**src/rtl/div5_pkg.sv**
```systemverilog
// Shared constants and state type for the serial radix-8 divide-by-5 unit.
package div5_pkg;

    localparam int unsigned DIVISOR    = 5;
    localparam int unsigned RADIX_BITS = 3;
    localparam int unsigned N_STEPS    = 22;
    localparam int unsigned PAD_W      = 66;

    localparam logic [4:0] LAST_STEP = 5'(N_STEPS - 1);

    typedef enum logic [1:0] {
        StIdle = 2'd0,
        StBusy = 2'd1,
        StDone = 2'd2
    } div5_state_e;

endpackage

```
**src/rtl/div5_digit.sv**
```systemverilog
// One radix-8 long-division step by 5: v = 8*rem + digit, qd = v/5, rn = v%5.
module div5_digit
    import div5_pkg::*;
(
    input  logic [2:0] rem,
    input  logic [2:0] digit,
    output logic [2:0] qd,
    output logic [2:0] rn
);

    logic [5:0] v;

    // rem > 4 never occurs, so truncating the quotient to 3 bits is safe
    always_comb begin
        v  = {rem, digit};
        qd = 3'(v / 6'(DIVISOR));
        rn = 3'(v % 6'(DIVISOR));
    end

endmodule

```
**src/rtl/div5_serial_64.sv**
```systemverilog
// Serial unsigned 64-bit divide-by-5, one radix-8 digit per cycle, 22-cycle latency.
// Optional DIV5_SELFCHECK_EN adds a 5*q+r reconstruction check driving out_err.
module div5_serial_64
    import div5_pkg::*;
#(
    parameter int unsigned W = 64
) (
    input  logic         clk,
    input  logic         rst,
    input  logic         in_valid,
    output logic         in_ready,
    input  logic [W-1:0] in_x,
    output logic         out_valid,
    input  logic         out_ready,
    output logic [W-1:0] out_q,
    output logic [2:0]   out_r,
    output logic         out_err
);

    div5_state_e      state_q, state_d;
    logic [PAD_W-1:0] opnd_q, opnd_d;
    logic [PAD_W-1:0] quo_q, quo_d;
    logic [2:0]       rem_q, rem_d;
    logic [4:0]       step_q, step_d;

    logic [2:0] digit, qd, rn;
    logic       is_done;
    logic       accept;

    assign digit   = opnd_q[PAD_W-1 -: RADIX_BITS];
    assign is_done = (state_q == StDone);
    assign accept  = (state_q == StIdle) && in_valid;

    div5_digit u_digit (
        .rem   (rem_q),
        .digit (digit),
        .qd    (qd),
        .rn    (rn)
    );

    always_comb begin
        state_d = state_q;
        opnd_d  = opnd_q;
        quo_d   = quo_q;
        rem_d   = rem_q;
        step_d  = step_q;
        unique case (state_q)
            StIdle: begin
                if (in_valid) begin
                    state_d = StBusy;
                    opnd_d  = {{(PAD_W - W){1'b0}}, in_x};
                    quo_d   = '0;
                    rem_d   = 3'd0;
                    step_d  = 5'd0;
                end
            end
            StBusy: begin
                opnd_d = opnd_q << RADIX_BITS;
                quo_d  = {quo_q[PAD_W-RADIX_BITS-1:0], qd};
                rem_d  = rn;
                if (step_q == LAST_STEP) begin
                    state_d = StDone;
                end else begin
                    step_d = step_q + 5'd1;
                end
            end
            StDone: begin
                if (out_ready) begin
                    state_d = StIdle;
                end
            end
            default: state_d = StIdle;
        endcase
    end

    always_ff @(posedge clk) begin
        if (rst) begin
            state_q <= StIdle;
            opnd_q  <= '0;
            quo_q   <= '0;
            rem_q   <= 3'd0;
            step_q  <= 5'd0;
        end else begin
            state_q <= state_d;
            opnd_q  <= opnd_d;
            quo_q   <= quo_d;
            rem_q   <= rem_d;
            step_q  <= step_d;
        end
    end

    assign in_ready  = (state_q == StIdle);
    assign out_valid = is_done;
    assign out_q     = is_done ? quo_q[W-1:0] : '0;
    assign out_r     = is_done ? rem_q : 3'd0;

    // Top quotient bits are structurally zero; only the self-check looks at them
    logic unused_quo_msb;
    assign unused_quo_msb = |quo_q[PAD_W-1:W];

`ifdef DIV5_SELFCHECK_EN
    localparam int unsigned RW = PAD_W + 2;

    logic [W-1:0]  x_q, x_d;
    logic [RW-1:0] recon;

    always_comb begin
        x_d = accept ? in_x : x_q;
        recon = {quo_q, 2'b00} + {2'b00, quo_q} + {{(RW - 3){1'b0}}, rem_q};
    end

    always_ff @(posedge clk) begin
        if (rst) begin
            x_q <= '0;
        end else begin
            x_q <= x_d;
        end
    end

    assign out_err = is_done && ((recon != {{(RW - W){1'b0}}, x_q}) || (rem_q > 3'd4));
`else
    logic unused_accept;
    assign unused_accept = accept;
    assign out_err       = 1'b0;
`endif

endmodule

```
**config.mk**
```make
export PLATFORM = sky130hd
export DESIGN_NAME = div5_serial_64
export DESIGN_NICKNAME = d
export VERILOG_FILES = /design/src/rtl/div5_pkg.sv /design/src/rtl/div5_digit.sv /design/src/rtl/div5_serial_64.sv
export SDC_FILE = /design/constraint.sdc
export NUM_CORES = 1
export LEC_CHECK = 0
export ABC_CLOCK_PERIOD_IN_PS = 2190
export CAP_MARGIN = 10
export CORE_ASPECT_RATIO = 1.5
export CORE_UTILIZATION = 34
export CTS_CLUSTER_DIAMETER = 100
export DETAILED_ROUTE_END_ITERATION = 7
export GPL_ROUTABILITY_DRIVEN = 0
export PLACE_DENSITY = 0.59
export RECOVER_POWER = 50
export SLEW_MARGIN = 20
export SYNTH_ARGS = -nofsm -noshare
export SYNTH_HDL_FRONTEND = slang
export SYNTH_SLANG_ARGS = --single-unit
```
**constraint.sdc**
```tcl
create_clock -name clk -period 2.19 [get_ports clk]
set_input_delay 0.219 -clock clk [delete_from_list [all_inputs] [get_ports clk]]
set_output_delay 0.219 -clock clk [all_outputs]
set_load 0.01 [all_outputs]
```
Word level (Yosys, flattened, before mapping)

Cells that the tools add are included.

Bits in registers: 140
Input port bits: 68
Logic and storage cells: 35

Add/subtract/negate cells: 1
Div/mod/pow operators: 2
Equality and inequality tests: 7
Mux-type cells: 15
Reduce and logical (&&, ||, !) cells: 5

Operator list:

| cell                                                 | count |
|---|---|
| one-hot mux 66 bit (2 select lines)                  | 1 |
| 2-to-1 mux 64 bit                                    | 2 |
| one-hot mux 64 bit (2 select lines)                  | 1 |
| 2-to-1 mux 66 bit                                    | 1 |
| 2-to-1 mux 5 bit                                     | 2 |
| one-hot mux 5 bit (2 select lines)                   | 1 |
| inequality test 2 bit, second input constant         | 4 |
| divider 6 x 3 -> 6 bit, second input constant        | 1 |
| remainder unit 6 x 3 -> 6 bit, second input constant | 1 |
| 2-to-1 mux 2 bit                                     | 3 |
| 2-to-1 mux 3 bit                                     | 2 |
| one-hot mux 2 bit (3 select lines)                   | 1 |
| one-hot mux 3 bit (2 select lines)                   | 1 |
| AND reduction 3 bit                                  | 2 |
| adder 5 x 1 -> 5 bit, second input constant          | 1 |
| == test 5 bit, second input constant                 | 1 |
| == test 2 x 1 -> 1 bit, second input constant        | 1 |
| == test 2 bit, second input constant                 | 1 |
| logical NOT 2 bit                                    | 1 |
| AND reduction 2 bit                                  | 1 |
| nonzero test 2 bit                                   | 1 |

Longest topological paths before layout

Gate-level depths: netlist of the first run.

Depth after elaboration: 3
Gate-level depth with buffers: 11
Mapped depth without buffers: 9

Hierarchy

From an unflattened synthesis of the first run, not the netlist that was laid out.

Cell total of the unflattened synthesis: 769
Area, all modules: 6268.5 µm²

By module, submodules not included:

| module         | times used | cells each | area each (µm²) | seq. area each (µm²) |
|---|---|---|---|---|
| div5_serial_64 | 1          | 700        | 5796.8          | 2802.7 |
| div5_digit     | 1          | 69         | 471.7           | 0.0 |

Worst setup path before layout of the first run

No wires, ideal clock.

Path kind: reg2reg
Start: register opnd_q[64]
End: register rem_q[0]
Arrival: 2271 ps
Required time: 2106 ps
Path slack: -165 ps
Cell stages (with the launch flop): 12
Path buffers: 2
Cells stage by stage: dfxtp_1 > buf_2 > nor3b_1 > a221oi_1 > o221a_2 > ha_1 > buf_2 > nand2b_1 > o21ai_0 > a211o_1 > and4_4 > o31ai_2

Word-level cells in the longest chain between the ends: 2

Ends and longest elaborated chain:

| element                            | RTL line             | RTL |
|---|---|---|
| start, declared                    | div5_serial_64.sv:21 | `logic [PAD_W-1:0] opnd_q, opnd_d;` |
| start signal, assigned             | div5_serial_64.sv:85 | `opnd_q <= opnd_d;` |
| remainder unit 6 x 3 -> 6 bit      | div5_digit.sv:17     | `rn = 3'(v % 6'(DIVISOR));` |
| one-hot mux 3 bit (2 select lines) | div5_serial_64.sv:47 | `unique case (state_q)` |
| end signal, assigned               | div5_serial_64.sv:87 | `rem_q <= rem_d;` |
| end, declared                      | div5_serial_64.sv:23 | `logic [2:0] rem_q, rem_d;` |

Every way passes these cells.
A chain may end at the register's enable or synchronous reset.

Worst setup path in the final report of the first run

Start: register opnd_q[65]
End: register rem_q[2]

Same word-level chain as after synthesis.

==> results of run 1 <==
repair_timing:
item	4_1_cts	5_1_grt
pin swaps	5	11
resized for setup	13	20
endpoints found under the setup margin	62	14
endpoints found under the hold margin	0	0
hold buffers	0	0
gates cloned	0	2
setup buffers	6	5
synth_stat cells, drive strengths merged, types with 2 or more instances:
cell type  instances  area share, %
a31oi              3           0.30
or2                2           0.20
clkbuf            46            2.7
nand3              4           0.32
ha                 4           0.79
nor3b              2           0.24
and4               2           0.32
o211ai             3           0.36
nor2             152            9.2
dfxtp            140             44
a21oi             10           0.79
o221a              2           0.36
buf               26            2.2
a41oi              2           0.40
xor2               5           0.70
nand2            128            7.6
a21o               2           0.24
and2              67            6.7
nand2b             3           0.30
a311oi            61            8.5
a22oi             64            7.6
nand4              3           0.30
inv                8           0.48
nor2b             12            1.2
o31ai              3           0.52
routing by layer:
metal,vias up,GRT usage [%],wire [um]
li1,2969,-,-
met1,2711,21.9,7360
met2,156,29.8,8010
met3,13,3.72,658
met4,0,5.84,178
met5,-,0,0
metrics by stage:
stage	total power [W]	hold slack, ns	instance area, um^2	setup TNS [ns]	instances
after global routing	0.00663	0.262	8860	-0.383	1144
final	0.00633	0.261	8860	-0.0103	1144
after global placement	0.00350	0.458	8040	-0.287	1100
after floorplan	0.00321	0.381	6340	0	778
after detailed placement	0.00350	0.466	8040	-0.519	1100
after CTS	0.00640	0.253	8710	0	1137
layout make-up:
class / count / area share [%]
inverters: 8 / 0.339
well taps: 217 / 3.06
flip-flops and latches: 140 / 31.7
multi-input cells: 558 / 36.8
clock inverters: 13 / 1.60
repair buffers: 190 / 21.5
clock buffers: 18 / 4.95
state kept, by name, summed over array words and instances (netlist names):
register and flops:
step_q 5, rem_q 3, quo_q 64, state_q 2, opnd_q 66
worst reg2reg max path, cell delays in order (launching register included):
cell     delay (ns)
dfxtp_4        0.37
and2b_2        0.25
xnor2_1        0.13
o221a_2        0.28
ha_4           0.21
buf_4          0.14
buf_4          0.12
o221a_2        0.27
o31a_1         0.23
o32ai_1        0.11
cell families after synthesis:
| family | Yosys count |
|---|---|
| AOI/OAI and AO/OA | 164 |
| xor gates and xnor gates | 6 |
| adders and majority gates | 5 |
| buffers and inverters | 80 |
| DFF | 140 |
| muxes | 2 |
| other | 1 |
| and+or+nand+nor | 380 |
cells in the final DEF (no fill, tap or decap), types with 3 or more instances in the layout:
master / count
dlymetal6s2s_1: 7
and2_1: 67
nor2b_1: 8
nand3_1: 4
inv_1: 5
buf_12: 6
nor2_1: 149
nand4_1: 3
clkbuf_16: 19
clkdlybuf4s50_1: 128
a22oi_1: 64
clkinvlp_4: 3
a311oi_1: 61
xor2_1: 5
dfxtp_1: 136
nand2_1: 128
a31oi_1: 3
clkbuf_4: 4
clkinv_4: 3
clkinv_2: 3
inv_2: 3
o211ai_1: 3
buf_4: 39
nor2b_4: 4
a21oi_1: 9
power breakdown:
group | switching, W | internal [W]
Combinational | 0.000402 | 0.000368
Sequential | 0.0000633 | 0.00266
Clock | 0.00113 | 0.00171
Total | 0.00160 | 0.00473
worst min-delay path by stage:
stage	slack, ns	from	to	cells after the start
2_1_floorplan	0.38	in_x[10]	opnd_q[10]	2
3_3_place_gp	0.46	quo_q[2]	quo_q[2]	2
3_5_place_dp	0.47	quo_q[2]	quo_q[2]	2
4_1_cts	0.25	rst	quo_q[19]	2
5_1_grt	0.26	rst	quo_q[7]	2
6_report	0.26	rst	quo_q[32]	2
==> metrics.md, run 1 <==
| Metric | Value |
|---|---|
| Detail Route Antenna Nets | 0 |
| # Max-Cap Violations | 0 |
| Slew headroom | about 63% |
| Final nets | ~1000 |
| Post-Synth Adder-Cell Area | less than 1% |
| Fin. Hold Viols | 0 |
| Power per Cell Area | between 700 and 800 nW/um^2 |
| Mux cell area share after synthesis | 0.338% |
| Final Setup Violations | 2 |
| Largest net degree at the start of global routing | 68 |
| I/O Pins | about 140 |
| Rows | 60 |
| Worst slack, placed | -0.194 ns |
| CTS root buf | clkbuf_16 |
| Cell variety after synth | 60 |
| R2R Path End | rem_q[2] |
| Setup WS post-layout | -0.00612 ns |
| Crit path DAT | 2.51 ns |
| Failing checks | setup timing |
| Fill cell count | between 1500 and 2000 |
| Initial DRC count | 347 |
| Worst-Skew Late Latency | between 0.4 and 0.5 ns |
| DP HPWL | 10.6 mm |
| Area growth, synth to finish | 40.7% |
| CP peak stage delay | approximately 0.37 ns |
| Mapped Cells | approximately 780 |
| Post-Route WL | 16.2 mm |
| H-tree depth | 4 |
| CTS tree | yes |
| Complex-gate fraction of the synthesized area | a little over a fifth |
| Synth Area in XOR/XNOR | less than 1% |
| FF-to-FF Start | opnd_q[65] |
| Worst Skew | 0.0113 ns |
| Status | finished, violations left |
| Setup crit start | opnd_q[65] |
| Setup CP Type | reg2reg |
| Min Tclk post-route | ~2.2 ns |
| Initial antenna violation count | 0 |
| Ys async rst share | 0% |
| Reg2Reg Setup Slack | -0.006 ns |
| Clock-pin slew on the worst setup and hold paths | around 0.06 ns |
| Nets in the synthesized netlist | 850 |
| CP Cell Sequence | and2b_2, xnor2_1, o221a_2, ha_4, buf_4, buf_4, o221a_2, o31a_1, o32ai_1 |
| Gr usage total | roughly 18% |
| DRC | 0 |
| Fraction of the mapped netlist area in simple logic gates | between 20% and 30% |
| Worst min path class | in2reg |
| Per-cell routed wire length | ~14 um |
| TritonCTS buffer count | 17 |
| Crit-path leading delay family | compound AO/OA/AOI/OAI gates |
| Worst Path Required | approximately 2.5 ns |
| Number of global-route vias before repair | between 5000 and 6000 |
| Worst setup endpoint | rem_q[2] |
| Warnings, synthesis | 0 |
| Die height | 169 um |
| #FFs+latches synth | 140 |
| Clk sink count | 140 |
| GRT Residual Overflow | 0 |
| Share of layout cells above drive strength 1 | around 13% |
| Critical Path Stages | 9 |
| RSZ-0062 raised after global routing | true |
| DIE WIDTH | about 110 um |
| Initial core utilization | approximately a third |
| Top FF cell, synth | dfxtp_1 |
| Critical Path End Type | register |
| Crit path buf inv count | 2 |
| IO Port Bufs | about 140 |
| Post-synth EDFFs | 0 |
| Worst slew pin tran | between 0.5 and 0.6 ns |
| Clock Path Buffers | 2 |
| Via Count | between 5000 and 6000 |
| CP Max Fanout | 6 |
| FF+latch area | approximately 2800 um^2 |
| Finished Core Util | about half |
| CP max stage cell | dfxtp_4 |
| VDD IR-drop max | ~0.40 mV |
| Drt pass-1 iters | 5 |
| Final worst path period share | 100% |
| Synth Area per Inst | a little over 8 um^2 |
| First-pass GRT wire length | around 27 mm |
| F_max | 455 MHz |
| Sequential element share of the synthesized area | ~44% |
| Ant. Diodes | 0 |
| Leakage power | 3.48 nW |
| Slew Limit Fails | 0 |
| Worst R2R Path Depth | 9 |
| Multi-input logic area | approximately 3300 um^2 |
| Main combinational cell family by area after synthesis | simple AND/OR/NAND/NOR gates |
| Core area | ~18000 um^2 |
| Total die area | 19100 um^2 |
| Crit path launch type | register |
| Mapped Area | between 6000 and 7000 um^2 |
| Via density | around 5.1 |
(Power assumes the default switching activity.)
==> inputs of run 2 (changes only) <==
- TNS_END_PERCENT: unset -> 50
==> results of run 2 <==
No change in the layout: final DEF, timing and power equal those of run 1.
